==> config.mk <==
export PLATFORM = sky130hd
export DESIGN_NAME = condicionador_botoes
export DESIGN_NICKNAME = d
export VERILOG_FILES = /design/src/rtl/condicionador_botoes_pkg.sv /design/src/rtl/condicionador_botoes_sincronizador.sv /design/src/rtl/condicionador_botoes.sv
export SDC_FILE = /design/constraint.sdc
export NUM_CORES = 1
export LEC_CHECK = 0
export CAP_MARGIN = 10
export CORE_MARGIN = 2
export CORE_UTILIZATION = 40
export CTS_CLUSTER_SIZE = 30
export DETAILED_ROUTE_END_ITERATION = 6
export MAX_ROUTING_LAYER = met4
export PLACE_DENSITY_LB_ADDON = 0.08
export SLEW_MARGIN = 20
export SYNTH_ARGS = -nofsm -noshare
export SYNTH_HDL_FRONTEND = slang
export SYNTH_SLANG_ARGS = --single-unit
==> constraint.sdc <==
create_clock -name clock -period 3 [get_ports clock]
set_input_delay 0.9 -clock clock [delete_from_list [all_inputs] [get_ports clock]]
set_output_delay 0.9 -clock clock [all_outputs]
set_load 0.05 [all_outputs]
==> src/rtl/condicionador_botoes_pkg.sv <==
// Shared definitions for the push-button conditioner: FSM encoding and debounce helpers.
// Also used by builds that define COND_BOTOES_REJEITA_MULTI_EN (multi-button rejection).
package condicionador_botoes_pkg;

  localparam int NUM_BOTOES = 4;

  typedef enum logic [1:0] {
    OCIOSO       = 2'd0,
    FILTRA_PRESS = 2'd1,
    PRESSIONADO  = 2'd2,
    FILTRA_SOLTA = 2'd3
  } estado_t;

  // Number of clock cycles a pattern must stay stable before it is accepted.
  function automatic int deb_ciclos(input int clock_freq, input int debounce_ms);
    return clock_freq / 1000 * debounce_ms;
  endfunction

  // True when more than one button is set (v & (v-1) clears the lowest set bit).
  function automatic logic multi_bit(input logic [NUM_BOTOES-1:0] v);
    logic [NUM_BOTOES-1:0] um;
    um = {{(NUM_BOTOES-1){1'b0}}, 1'b1};
    return (v & (v - um)) != '0;
  endfunction

endpackage

==> src/rtl/condicionador_botoes_sincronizador.sv <==
// Per-bit two flip-flop synchroniser for asynchronous inputs.
module sincronizador_2ff #(
  parameter int WIDTH = 4
) (
  input  logic             clock,
  input  logic             reset,
  input  logic [WIDTH-1:0] d_i,
  output logic [WIDTH-1:0] q_o
);

  logic [WIDTH-1:0] meta_q;
  logic [WIDTH-1:0] sync_q;

  always_ff @(posedge clock or posedge reset) begin
    if (reset) begin
      meta_q <= '0;
      sync_q <= '0;
    end else begin
      meta_q <= d_i;
      sync_q <= meta_q;
    end
  end

  assign q_o = sync_q;

endmodule

==> src/rtl/condicionador_botoes.sv <==
// Push-button conditioner: synchroniser, debounce FSM, held pattern and press/release pulses.
// Optional COND_BOTOES_REJEITA_MULTI_EN: reject multi-button patterns with an erro_multi pulse.
module condicionador_botoes
  import condicionador_botoes_pkg::*;
#(
  parameter int CLOCK_FREQ  = 50_000_000,
  parameter int DEBOUNCE_MS = 10
) (
  input  logic       clock,
  input  logic       reset,
  input  logic [3:0] botoes_raw,
  input  logic       habilita,
  output logic [3:0] botoes,
  output logic       jogada_feita,
  output logic       soltou,
  output logic       erro_multi,
  output logic [1:0] db_estado
);

  localparam int DEB_CICLOS = deb_ciclos(CLOCK_FREQ, DEBOUNCE_MS);
  localparam int CNT_W      = $clog2(DEB_CICLOS);
  localparam logic [CNT_W-1:0] CNT_MAX = CNT_W'(DEB_CICLOS - 1);

  logic [3:0]       sync;
  estado_t          state_q, state_d;
  logic [3:0]       cand_q, cand_d;
  logic [CNT_W-1:0] cnt_q, cnt_d;
  logic [3:0]       botoes_q, botoes_d;
  logic             jog_q, jog_d;
  logic             sol_q, sol_d;
`ifdef COND_BOTOES_REJEITA_MULTI_EN
  logic             err_q, err_d;
  logic             multi_prev_q;
`endif

  sincronizador_2ff #(
    .WIDTH(4)
  ) u_sync (
    .clock (clock),
    .reset (reset),
    .d_i   (botoes_raw),
    .q_o   (sync)
  );

  always_ff @(posedge clock or posedge reset) begin
    if (reset) begin
      state_q  <= OCIOSO;
      cand_q   <= '0;
      cnt_q    <= '0;
      botoes_q <= '0;
      jog_q    <= 1'b0;
      sol_q    <= 1'b0;
    end else begin
      state_q  <= state_d;
      cand_q   <= cand_d;
      cnt_q    <= cnt_d;
      botoes_q <= botoes_d;
      jog_q    <= jog_d;
      sol_q    <= sol_d;
    end
  end

`ifdef COND_BOTOES_REJEITA_MULTI_EN
  // multi_prev_q lets OCIOSO flag a multi-button attempt only on its first cycle.
  always_ff @(posedge clock or posedge reset) begin
    if (reset) begin
      err_q        <= 1'b0;
      multi_prev_q <= 1'b0;
    end else begin
      err_q        <= err_d;
      multi_prev_q <= multi_bit(sync);
    end
  end
`endif

  always_comb begin
    state_d  = state_q;
    cand_d   = cand_q;
    cnt_d    = cnt_q;
    botoes_d = botoes_q;
    jog_d    = 1'b0;
    sol_d    = 1'b0;
`ifdef COND_BOTOES_REJEITA_MULTI_EN
    err_d    = 1'b0;
`endif
    case (state_q)
      OCIOSO: begin
`ifdef COND_BOTOES_REJEITA_MULTI_EN
        if (multi_bit(sync)) begin
          err_d = !multi_prev_q;
        end else if (sync != '0 && habilita) begin
          cand_d  = sync;
          cnt_d   = '0;
          state_d = FILTRA_PRESS;
        end
`else
        if (sync != '0 && habilita) begin
          cand_d  = sync;
          cnt_d   = '0;
          state_d = FILTRA_PRESS;
        end
`endif
      end
      FILTRA_PRESS: begin
        if (sync == '0 || !habilita) begin
          state_d = OCIOSO;
          cnt_d   = '0;
`ifdef COND_BOTOES_REJEITA_MULTI_EN
        end else if (multi_bit(sync)) begin
          state_d = OCIOSO;
          cnt_d   = '0;
          err_d   = 1'b1;
`endif
        end else if (sync != cand_q) begin
          cand_d = sync;
          cnt_d  = '0;
        end else if (cnt_q == CNT_MAX) begin
          state_d  = PRESSIONADO;
          cnt_d    = '0;
          botoes_d = cand_q;
          jog_d    = 1'b1;
        end else begin
          cnt_d = cnt_q + 1'b1;
        end
      end
      PRESSIONADO: begin
        // Pattern changes while held are ignored; only a full release counts.
        if (sync == '0) begin
          state_d = FILTRA_SOLTA;
          cnt_d   = '0;
        end
      end
      FILTRA_SOLTA: begin
        if (sync != '0) begin
          state_d = PRESSIONADO;
          cnt_d   = '0;
        end else if (cnt_q == CNT_MAX) begin
          state_d  = OCIOSO;
          cnt_d    = '0;
          botoes_d = '0;
          sol_d    = 1'b1;
        end else begin
          cnt_d = cnt_q + 1'b1;
        end
      end
      default: begin
        state_d = OCIOSO;
        cnt_d   = '0;
      end
    endcase
  end

  assign botoes       = botoes_q;
  assign jogada_feita = jog_q;
  assign soltou       = sol_q;
  assign db_estado    = state_q;
`ifdef COND_BOTOES_REJEITA_MULTI_EN
  assign erro_multi   = err_q;
`else
  assign erro_multi   = 1'b0;
`endif

endmodule
==> summary.md <==
| Metric | Value |
|---|---|
| CTS tree | yes |
| Remaining Overflow, GRT | 0 |
| Vias | 1,429 |
| HP Class | reg -> reg |
| Share of cells above drive strength 1 | between 10 and 15% |
| Post-route minimum period | around 2.7 ns |
| Critical-path maximum fanout | 9 |
| Fin area | 2220 um^2 |
| N_diodes | 0 |
| # IOs | 16 |
| CP Data Required Time | 2.10 ns |
| Syn_nets | 192 |
| Syn Inst Count | ~180 |
| Drt first pass iters | 4 |
| Dpl cell area | 2130 um^2 |
| Worst Tran Pin Value | ~0.61 ns |
| Fin util | 47.2% |
| IO Port Bufs | 14 |
| Sum Neg Setup Slack | 0 ns |
| Clock sink count | 39 |
| Clk root buf | clkbuf_8 |
| Routed wire length | roughly 4.0 mm |
| Max cap viols | 0 |
| CORE AREA | 4690 um^2 |
| Yosys cell types | 43 |
| Clock buffer depth | 2 |
| Vias in the first global route | ~1.4k |
| Nets | 210 |
| Power per cell area | roughly 450 nW/um^2 |
| Power, Total | about 0.99 mW |
| Flop2flop setup slack | between 0.8 and 0.9 ns |
| Clock-pin transition on the worst setup and hold timing paths | 0.09 ns |
| Flops & latches, synth | 39 |
| Status | finished, final reports clean |
| EDFF count, synth | 0 |
| Crit path buf inv count | 1 |
| DRC errors left | 0 |
| Die width | roughly 74 um |
| Critical R2R Launch | u_sync.q_o[0] |
| First-pass GRT wire length | 6.98 mm |
| Post-Syn Area | a little under 2000 um^2 |
| R2R depth | 5 |
| Crit-path max cell delay | around 0.89 ns |
| Fin crit share | around 90% |
| Slew headroom | between 50% and 60% |
| CP Launch Type | register |
| Worst skew pair latency | about 0.30 ns |
| Final hold vios | 0 |
| Setup WS post-layout | just under 0.3 ns |
| Clock skew | about 0.009 ns |
| Layout area overhead | 14.5% |
| Placer congestion estimate | around 0.89 |
| Final setup viols | 0 |
| Remaining antenna violation count | 0 |
| Row count | 25 |
| CP max stage cell | clkdlybuf4s50_1 |
| Die area | 5410 um^2 |
| # Post-CTS Setup Buffers | 0 |
| RSZ-0062 raised after global routing | no |
| Total CTS buffers | 5 |
| Post-synthesis sequential area ratio | roughly half |
| Vias per cell | 5.56 |
| CP Class | reg -> out |
| Largest net degree at the start of global routing | 40 |
| Min-Delay Endpoint | u_sync.q_o[2] |
| Hold wc startpoint | u_sync.meta_q[2] |
| DP HPWL | around 2.8 mm |
| CTS H-tree depth | 2 |
| Hold Buf Count CTS | 0 |
| Die H | 73.6 um |
| # resized after CTS | 0 |
| Starting Density | approximately 41% |
| Hold depth | 0 |
| Commonest cells after routing, fill and taps aside | dfrtp_1 (39), nand2_1 (17), nor2_1 (15), o21ai_0 (14), clkdlybuf4s50_1 (14) |
| Post-Syn Area per Cell | around 11 um^2 |
| Worst VDD drop | approximately 0.26 mV |
| Hold_ws | ~0.35 ns |
| GRT Total Usage | 17.5% |
| R2r endpoint | cnt_q[18] |
| CP delay by family, top | buffers and inverters |
| Dpl cells | approximately 250 |
| Non-filler instance count after layout | between 200 and 300 |
| Post-DR wirelength/cell | 15.7 um |
| Yosys warnings | 0 |
| Most frequently used flop master after synthesis | dfrtp_1 |
| Commonest non-fill, non-tap cell in the layout | dfrtp_1 |
| Arr. time, crit path | 1.80 ns |
| Pre-CTS WS | around 0.35 ns |
| Initial antenna violation count | 0 |
| Critical Path End Type | primary output |
| Max Slew Vio Count | 0 |
| Crit-path cells | clkdlybuf4s50_1 |
| Synth async-reset ratio | 100% |
| Leak | around 0.9 nW |
| Initial drt markers | ~140 |
| F_max | about 0.37 GHz |
## worst max path at each step
stage	end	depth (start not counted)	slack (ns)	start
final	db_estado[1]	1	0.30	db_estado[1]
after global routing	db_estado[1]	1	0.24	db_estado[1]
after CTS	db_estado[1]	1	0.30	db_estado[1]
after global placement	cnt_q[18]	6	0.39	habilita
after detailed placement	cnt_q[18]	6	0.35	habilita
after floorplan	cnt_q[5]	4	1.14	habilita
## flip-flops by register name, summed over array words and instances (netlist names)
register       count
db_estado          2
cand_q             4
u_sync.meta_q      4
botoes             4
cnt_q             19
jogada_feita       1
soltou             1
u_sync.q_o         4
## per-layer routing
metal / track usage [%] / up-vias / share of wire, %
met4: 7.27 / 0 / 1.9
met1: 24.4 / 702 / 51
li1: - / 684 / -
met5: - / - / 0
met3: 3.29 / 7 / 3.3
met2: 25.0 / 36 / 44
## synthesized netlist by cell type, types with 2 or more instances
cell type	count	share of area [%]
dfrtp_1	39	50
nand2_1	17	3.3
nor2_1	15	2.9
o21ai_0	14	3.6
inv_1	11	2.1
nand4_1	11	3.6
xor2_1	9	4.1
xnor2_1	8	3.6
nor3_1	6	1.6
o211ai_1	5	1.9
and3_1	4	1.3
mux2_2	4	2.3
nand3_1	4	1.0
buf_4	3	1.2
and4_1	2	0.91
clkbuf_1	2	0.39
nor4_1	2	0.65
o2111ai_1	2	0.91
o2111ai_2	2	1.6
## power by group
| group | internal, mW | switching, mW |
|---|---|---|
| Clock | 0.162 | 0.201 |
| Sequential | 0.538 | 0.0138 |
| Combinational | 0.0310 | 0.0482 |
## final cells by class
class	count	area, um^2
Fill cell	425	2480
Clock inverter	3	20.0
Multi-Input combinational cell	127	872
Sequential cell	39	976
Timing Repair Buffer	18	170
Clock buffer	5	68.8
Tap cell	54	67.6
Inverter	11	41.3
## cells by family (layout without fill, tap and decap cells)
kind of cell | Yosys count | in the layout | synth area share (%)
flip-flops | 39 | 39 | 50.4
adder cells (fa/ha/maj) | 1 | 1 | 0.646
AO/OA/AOI/OAI | 33 | 33 | 13.9
XOR/XNOR | 17 | 17 | 7.69
AND/OR/NAND/NOR | 70 | 70 | 19.1
other | 1 | 1 | 0.194
multiplexers | 5 | 5 | 3.49
buffers and inverters | 18 | 37 | 4.52
Note: power is estimated with default switching activity, not from simulation.
